--- src/rtl/mem_pkg.sv ---
// mem_pkg: shared access-size and FSM encodings for the data-memory access path
package mem_pkg;
  localparam int DM_AW_DEF = 10;
  localparam logic [1:0] SZ_B = 2'b00;
  localparam logic [1:0] SZ_H = 2'b01;
  localparam logic [1:0] SZ_W = 2'b10;
  localparam logic [0:0] IDLE = 1'b0;
  localparam logic [0:0] MERGE = 1'b1;
endpackage

--- src/rtl/dm_lane_mux.sv ---
// dm_lane_mux: big-endian sub-word load extract/extend and store merge
module dm_lane_mux import mem_pkg::*; (
  input  logic [31:0] old_word,
  input  logic [15:0] wsub,
  input  logic [1:0]  off,
  input  logic [1:0]  size,
  input  logic        sign_ext,
  output logic [31:0] rdata,
  output logic [31:0] merged
);
  logic [4:0]  sh;
  logic [31:0] aligned, mask, lane;
  always_comb begin
    sh = {off, 3'b000};
    // shifting left by the offset brings the addressed lane to the top bits
    aligned = old_word << sh;
    rdata = size == SZ_W ? old_word :
            size == SZ_H ? {{16{sign_ext & aligned[31]}}, aligned[31:16]} :
                           {{24{sign_ext & aligned[31]}}, aligned[31:24]};
    mask = (size == SZ_H ? 32'hFFFF_0000 : 32'hFF00_0000) >> sh;
    lane = (size == SZ_H ? {wsub, 16'h0} : {wsub[7:0], 24'h0}) >> sh;
    merged = (old_word & ~mask) | (lane & mask);
  end
endmodule

--- src/rtl/dm_access_ctrl.sv ---
// dm_access_ctrl: load/store unit with read-modify-write sub-word stores and sticky error capture
module dm_access_ctrl import mem_pkg::*; #(
  parameter int DM_AW = DM_AW_DEF
) (
  input  logic             clk,
  input  logic             rst,
  input  logic             req,
  input  logic             wr,
  input  logic [1:0]       size,
  input  logic             sign_ext,
  input  logic [31:0]      addr,
  input  logic [31:0]      wdata,
  output logic [31:0]      rdata,
  output logic             stall,
  output logic             misalign,
  output logic             err_sticky,
  output logic [31:0]      err_addr,
  input  logic             err_clr,
  output logic [DM_AW-1:0] dm_addr,
  output logic [31:0]      dm_din,
  output logic             dm_we,
  input  logic [31:0]      dm_dout
);
  logic [0:0]       state_q, state_d;
  logic [31:0]      merge_q, err_addr_q, lane_rdata, merged;
  logic [DM_AW-1:0] addr_q;
  logic             err_sticky_q, idle, illegal, bad, sub_st, word_st;
  dm_lane_mux u_lane (
    .old_word(dm_dout),
    .wsub    (wdata[15:0]),
    .off     (addr[1:0]),
    .size    (size),
    .sign_ext(sign_ext),
    .rdata   (lane_rdata),
    .merged  (merged)
  );
  always_comb begin
    idle = state_q == IDLE;
    illegal = size == 2'b11 || (size == SZ_W && addr[1:0] != 2'b00) || (size == SZ_H && addr[0]);
    bad = !rst && idle && req && illegal;
    sub_st = !rst && idle && req && wr && !illegal && size != SZ_W;
    word_st = !rst && idle && req && wr && !illegal && size == SZ_W;
    state_d = sub_st ? MERGE : IDLE;
    stall = sub_st;
    misalign = bad;
    // MERGE writes only latched data, regardless of what the CPU drives now
    dm_we = !rst && (!idle || word_st);
    dm_addr = idle ? addr[DM_AW+1:2] : addr_q;
    dm_din = idle ? wdata : merge_q;
    rdata = (rst || bad) ? '0 : lane_rdata;
    err_sticky = err_sticky_q;
    err_addr = err_addr_q;
  end
  always_ff @(posedge clk) begin
    if (rst) begin
      state_q <= IDLE;
      merge_q <= '0;
      addr_q <= '0;
      err_sticky_q <= 1'b0;
      err_addr_q <= '0;
    end else begin
      state_q <= state_d;
      if (sub_st) begin
        merge_q <= merged;
        addr_q <= addr[DM_AW+1:2];
      end
      if (bad) begin
        err_sticky_q <= 1'b1;
        if (!err_sticky_q || err_clr) err_addr_q <= addr;
      end else if (err_clr) begin
        err_sticky_q <= 1'b0;
        err_addr_q <= '0;
      end
    end
  end
endmodule

--- config.mk ---
export PLATFORM = sky130hd
export DESIGN_NAME = dm_access_ctrl
export DESIGN_NICKNAME = d
export VERILOG_FILES = /design/src/rtl/mem_pkg.sv /design/src/rtl/dm_lane_mux.sv /design/src/rtl/dm_access_ctrl.sv
export SDC_FILE = /design/constraint.sdc
export NUM_CORES = 1
export LEC_CHECK = 0
export CAP_MARGIN = 20
export CORE_MARGIN = 1
export CORE_UTILIZATION = 39
export CTS_CLUSTER_DIAMETER = 120
export DETAILED_ROUTE_END_ITERATION = 10
export PLACE_DENSITY_LB_ADDON = 0.1
export SLEW_MARGIN = 40
export SYNTH_ARGS = -nofsm -noshare
export SYNTH_HDL_FRONTEND = slang
export SYNTH_SLANG_ARGS = --single-unit
--- constraint.sdc ---
create_clock -name clk -period 1.9 [get_ports clk]
set_input_delay 0.285 -clock clk [delete_from_list [all_inputs] [get_ports clk]]
set_output_delay 0.285 -clock clk [all_outputs]
set_load 0.01 [all_outputs]
==> flow_metrics.tcl, run 1 <==
set metrics [dict create \
    status "complete, but fails checks" \
    violations "setup timing" \
    r2r_cells 7 \
    finalWirelength_mm 21.0 \
    root_buffer "clkbuf_16" \
    dp_hpwl_mm 14.2 \
    switchingPower_uw 1480 \
    path_common_cell "buf_6" \
    ios 214 \
    insertion_delay_ns 0.34 \
    synth_fa_ha_area_share_pct 0 \
    synth_top_family_by_area "compound AO/OA/AOI/OAI gates" \
    final_hold_viol_count 0 \
    layout_common_cells "125 x clkdlybuf4s50_1, 105 x buf_4, 75 x dfxtp_1" \
    core_mm2 0.0120 \
    synth-async-reset-ratio_pct 0 \
    p_clk_share_pct 34.5 \
    syn-num-nets 676 \
    synth_area_leaders "dfxtp_1 32%, mux2_2 13%, a22o_1 8.8%" \
    holdPathStages 3 \
    fin_crit_sh_pct 110 \
    synth_top_area_share_pct 31.7 \
    cts_tree "built" \
    startpoint_type "register" \
    first_global_vias 5767 \
    drv_slew 0 \
    syn_area_mm2 0.00480 \
    worstSetupPathType "register to output pin" \
    grt.total_usage_pct 31.4 \
    muxShareOfSynthArea_pct 15.7 \
    hold_path.class "primary input to register" \
    instances_no_fill 1035 \
    clk_pin_slew_ns 0.06 \
    synth_cells 572 \
    synth.distinct_cells 45 \
    final_common_cell "clkdlybuf4s50_1" \
    first_pass_iters 8 \
    seq_power_share_pct 33.4 \
    overflow 0 \
    numCtsBuffers 9 \
    cp-end-kind "output pin" \
    rrSetupSlack_ns 0.09 \
    syn2layout_area_growth_pct 80.6 \
    holdWs_ns 0.351 \
    synth-edff-count 0 \
    rsz0062_at_grt "yes" \
    p_per_area_mw_per_mm2 574 \
    synth_compound_area_share_pct 35.3 \
    period_minus_slack_ns 2.09 \
    yosys.area_share.simple_pct 10.3 \
    ys_warn_count 0 \
    port-buffer-count 213 \
    drt-vias-per-instance 5.82 \
    dp_cells 987 \
    antenna_found_initial 1 \
    row_count 40 \
    max_freq_ghz 0.478 \
    netSwitchingFraction_pct 29.6 \
    multiInputGateArea_mm2 0.00332 \
    fp.dieW_um 113 \
    drt_iter0_markers 370 \
    drv_cap 0 \
    die_area_mm2 0.0128 \
    synthFlopType "dfxtp_1" \
    clockBufferDepth 2 \
    grt_pass1_wl_mm 31.1 \
    skew_ns 0.00388 \
    p_leak_uw 0.00361 \
    yosys.area.top_type "dfxtp_1" \
    tightest_slew_ns 0.526 \
    peakVddDrop_mv 0.371 \
    crit_chain "nor3b_4, a31o_4, o21ba_4, buf_6, buf_6, o21a_1, buf_2" \
    finalInstanceArea_mm2 0.00868 \
    seqCellArea_mm2 0.00153 \
    ys_ff_latch 76 \
    intPower_uw 3510 \
    required_ns 1.62 \
    synth.avg_cell_area_um2 8.40 \
    initial_core_util_pct 40.0 \
    reg2reg_to "addr_q[1]" \
    postPlaceCellArea_mm2 0.00777 \
    dr_total_vias 6024 \
    wl_per_cell_um 20.3 \
    synth-xor-area-share_pct 0.182 \
    fillers 943 \
    setup_viol 72 \
    seq_area_frac_synth_pct 31.7 \
    drive_gt1_share_pct 34.8 \
    total_power_uw 4980 \
    crit_fanout 3 \
    grt_max_degree 33 \
    gp_congestion 0.860 \
    setup_slack_ns -0.192 \
    critical_path_arrival_ns 1.81 \
    fp.dieH_um 113 \
    pre_cts_slack_ns -0.833 \
    slew_headroom_pct 65.0 \
    htree_num_levels 3 \
    combPwrFrac_pct 32.1 \
    min_from "addr[0]" \
    route.detailed.drc 0 \
    rr_startpoint "state_q" \
    drt.antenna.violating_nets 0 \
    clock_sinks 76 \
    nNetsFinal 987 \
    cpPeakStageDelay_ns 0.36 \
    cp_slowest_cell "dfxtp_4" \
    hold_end "err_addr[0]" \
]
==> power by group through the flow <==
stage | clock network [µW] | registers, µW | logic [µW]
final | 1720 | 1670 | 1600
after global routing | 1790 | 1670 | 1680
after CTS | 1730 | 1670 | 1470
after global placement | 0 | 1700 | 1400
after detailed placement | 0 | 1700 | 1410
after floorplan | 0 | 1700 | 580
==> what timing repair did <==
item	in CTS	in global routing
endpoints found under the setup margin	122	85
gates cloned	4	3
pin swaps	7	18
endpoints found under the hold margin	0	0
gates resized for setup	235	73
hold buffers	0	0
setup buffers	17	9
==> worst max-delay path by stage <==
stage / from / slack, ns / end / cells after the start
after floorplan: addr[0] / 0.01 / rdata[21] / 8
after global placement: size[0] / -0.84 / rdata[2] / 8
after detailed placement: size[0] / -0.83 / rdata[11] / 8
after CTS: state_q / -0.21 / rdata[28] / 7
after global routing: state_q / -0.24 / rdata[17] / 7
final: state_q / -0.19 / rdata[24] / 7
==> area by class of cell <==
| cell class | instances | share of cell area, % |
|---|---|---|
| clock buffer | 9 | 2.60 |
| timing repair buffer | 354 | 38.0 |
| sequential | 76 | 17.6 |
| antenna | 1 | 0.0288 |
| clock inverter | 6 | 0.750 |
| tap | 147 | 2.12 |
| multi-input combinational | 427 | 38.2 |
| inverter | 15 | 0.678 |
==> sequential cells by signal, summed over array words and instances (netlist names) <==
register and cells:
merge_q 32, err_addr 32, err_sticky 1, addr_q 10, state_q 1
==> through the flow <==
step                TNS, ns  util (%)
global placement     -54.02      64.7
CTS                   -7.59      69.6
detailed placement   -57.94      64.7
global route          -9.04      72.2
finish                -6.23      72.2
floorplan                 0         -
==> logic make-up after synthesis <==
logic type | count (synthesis)
flops | 76
simple gates | 117
compound gates | 240
mux | 68
xor+xnor | 1
buf+inv | 70
==> metal layers <==
layer	GRT usage (%)	up-vias	wire length (µm)
met2	49.2	353	9660
met3	7.55	40	1960
met1	41.6	2848	8880
li1	-	2783	-
met4	12.4	0	552
met5	0	-	0
==> synth_stat cells (4+ instances only) <==
master	n
mux2_2	57
buf_2	18
a211oi_1	18
nand2_1	68
o2bb2ai_1	8
inv_1	14
dfxtp_1	76
nor2b_1	5
a31oi_1	7
a22o_1	48
a21oi_1	25
o22ai_1	9
o21ai_0	42
mux2i_1	11
nor2_1	28
nand2b_1	4
clkbuf_1	26
o21a_1	23
a221oi_1	28
buf_1	5
o21ai_1	22
==> critical path, delay by kind of cell (launching register included) <==
kind                   cells  cell delay, ns
AOI/OAI and AO/OA          3            0.50
buffers and inverters      3            0.39
DFF                        1            0.36
and+or+nand+nor            1            0.22
Note: power is estimated with default switching activity, not from simulation.
==> run 2, diff against run 1 <==
ABC_AREA = 1   (was not set)
CORE_MARGIN = 2   (was 1)
CORE_UTILIZATION = 40   (was 39)
==> run 2 against run 1 <==
Effect of this change: global-route usage shrank 4.0 points; worst hold slack gained 0.045 ns; synthesized cell count grew 51%; the flow still finishes with violations (setup timing); routed wire length shrank 6.9%; flip-flop and latch count is the same; maximum frequency grew 8.5%.
==> flow_metrics.tcl, run 2 <==
set metrics [dict create \
    synthFlopType "dfxtp_1" \
    clock_sinks 76 \
    layout_common_cells "244 x nand2_1, 124 x clkdlybuf4s50_1, 114 x nand3_1" \
    met2_usage_pct 42.8 \
    drt.antenna.violating_nets 0 \
    syn-num-nets 970 \
    holdPathStages 4 \
    rrSetupSlack_ns 0.31 \
    cpPeakStageDelay_ns 0.38 \
    htree_num_levels 3 \
    die_area_mm2 0.0137 \
    path_delay_family "buffers and inverters" \
    crit_chain "inv_8, nand2_8, nor2_8, nand2_4, nand2_8, clkinv_8, buf_6, nand3_1, nor2_1, buf_2" \
    drv_cap 0 \
    fp.dieW_um 117 \
    cts_tree "built" \
    port-buffer-count 213 \
    r2r_cells 10 \
    final_common_cell "nand2_1" \
    first_global_vias 5813 \
    p_clk_share_pct 34.7 \
    dp_hpwl_mm 14.5 \
    syn_area_mm2 0.00512 \
    wl_per_cell_um 14.9 \
    critical_path_arrival_ns 1.64 \
    syn2layout_area_growth_pct 64.7 \
    drt_iter0_markers 382 \
    setup_slack_ns -0.0278 \
    worstSetupPathType "register to output pin" \
    status "complete, but fails checks" \
    fp.dieH_um 117 \
    period_minus_slack_ns 1.93 \
    initial_core_util_pct 40.8 \
    combPwrFrac_pct 30.1 \
    use_met1_pct 38.4 \
    peakVddDrop_mv 0.362 \
    ios 214 \
    gp_congestion 0.917 \
    fin_tns_setup_ns -0.139 \
    p_per_area_mw_per_mm2 561 \
    worstSetupStartpoint "state_q" \
    max_freq_ghz 0.519 \
    tightest_slew_ns 0.534 \
    intPower_uw 3220 \
    finalWirelength_mm 19.6 \
    drive_gt1_share_pct 19.3 \
    cp-end-kind "output pin" \
    synth_common_cells "248 x nand2_1, 121 x nand3_1, 106 x nor2_1" \
    antenna_found_initial 0 \
    netSwitchingFraction_pct 31.8 \
    seq_power_share_pct 35.1 \
    ys_warn_count 0 \
    drv_slew 0 \
    fin_crit_sh_pct 101 \
    gr-usage-met3_pct 4.22 \
    grt.total_usage_pct 27.3 \
    synth_area_leaders "dfxtp_1 30%, nand2_1 18%, nand3_1 12%" \
    grt_pass1_wl_mm 29.4 \
    crit_fanout 6 \
    seq_area_frac_synth_pct 29.7 \
    clk_pin_slew_ns 0.06 \
    setup_viol 9 \
    cp_slowest_cell "dfxtp_4" \
    seqCellArea_mm2 0.00153 \
    route.detailed.drc 0 \
    fillers 1203 \
    rr_startpoint "state_q" \
    cp-endpoint "rdata[11]" \
    synth_top_area_share_pct 29.7 \
    grt_max_degree 35 \
    reg2reg_to "merge_q[6]" \
    overflow 0 \
    rsz0062_at_grt "yes" \
    hold_path.class "primary input to register" \
    total_power_uw 4730 \
    final_hold_viol_count 0 \
    instances_no_fill 1318 \
    synth_cells 866 \
    worst-path-stages 10 \
    switchingPower_uw 1500 \
    dr_total_vias 6521 \
    synth.avg_cell_area_um2 5.92 \
    startpoint_type "register" \
    synth-edff-count 0 \
    insertion_delay_ns 0.34 \
    drt-vias-per-instance 4.95 \
    required_ns 1.62 \
    yosysMostFrequentCell "nand2_1" \
    row_count 41 \
    first_pass_iters 5 \
    core_mm2 0.0126 \
    holdWs_ns 0.396 \
    nNetsFinal 1244 \
    root_buffer "clkbuf_16" \
    synth-async-reset-ratio_pct 0 \
    synth.distinct_cells 30 \
    numCtsBuffers 9 \
    slew_headroom_pct 64.1 \
    pre_cts_slack_ns -0.700 \
    top_usage_layer "met2" \
    path_common_cell "nand2_8" \
    violations "setup timing" \
    ys_ff_latch 76 \
    clockBufferDepth 2 \
    multiInputGateArea_mm2 0.00316 \
    yosys.area.top_type "dfxtp_1" \
    p_leak_uw 0.00411 \
    cp_num_buf_inv 4 \
    skew_ns 0.00616 \
    dp_cells 1295 \
]
## run 2: final cells by class
class | count | area share (%)
Clock buffer | 9 | 2.67
Sequential cell | 76 | 18.1
Antenna cell | 1 | 0.0297
Inverter | 68 | 3.31
Multi-Input combinational cell | 662 | 37.5
Timing Repair Buffer | 322 | 35.1
Tap cell | 172 | 2.55
Timing Repair inverter | 1 | 0.0742
Clock inverter | 7 | 0.697
## run 2: timing repair
action / CTS / global route
gates resized for setup: 202 / 60
hold buffers: 0 / 0
cloned: 4 / 1
setup endpoints to repair: 77 / 51
pin swaps: 7 / 7
setup buffers: 0 / 2
## run 2: kinds of logic (layout without fill, tap and decap cells)
kind of cell | count (synthesis) | count (layout) | synth area share, %
AND/OR/NAND/NOR | 499 | 500 | 41.9
AO/OA/AOI/OAI | 162 | 162 | 17.0
buffers and inverters | 129 | 407 | 11.4
flip-flops | 76 | 76 | 29.7
other | 0 | 1 | 0
## run 2: how the worst min path moves through the flow
stage	start	to	slack, ns
after floorplan	addr[11]	addr_q[9]	0.43
after global placement	err_addr[15]	err_addr[15]	0.46
after detailed placement	err_addr[3]	err_addr[3]	0.47
after CTS	rst	state_q	0.38
after global routing	rst	state_q	0.40
final	rst	state_q	0.40
## run 2: metrics by stage
step / cell area (µm²) / util [%]
after floorplan: 5120 / -
after global placement: 8020 / 63.8
after detailed placement: 8020 / 63.8
after CTS: 8280 / 65.9
after global routing: 8430 / 67.1
final: 8440 / 67.1
## run 2: worst register-to-register path, stage by stage (launching register included)
cell	delay (ns)
dfxtp_4	0.38
inv_8	0.09
nand2_8	0.06
nor2_8	0.12
nand2_2	0.10
nor2_4	0.12
buf_4	0.12
nand2_4	0.07
buf_4	0.17
nor2_1	0.18
nor2_1	0.07
## run 2: power groups by stage
stage	clock network (µW)	registers, µW	logic (µW)
2_1_floorplan	0	1700	619
3_3_place_gp	0	1700	1430
3_5_place_dp	0	1700	1430
4_1_cts	1680	1660	1390
5_1_grt	1730	1670	1550
6_report	1640	1660	1420
## run 2: routing by layer
layer	share of wire, %	wire, µm
met1	47	9130
met2	45	8750
met3	6.5	1270
met4	2.2	439
met5	0	0
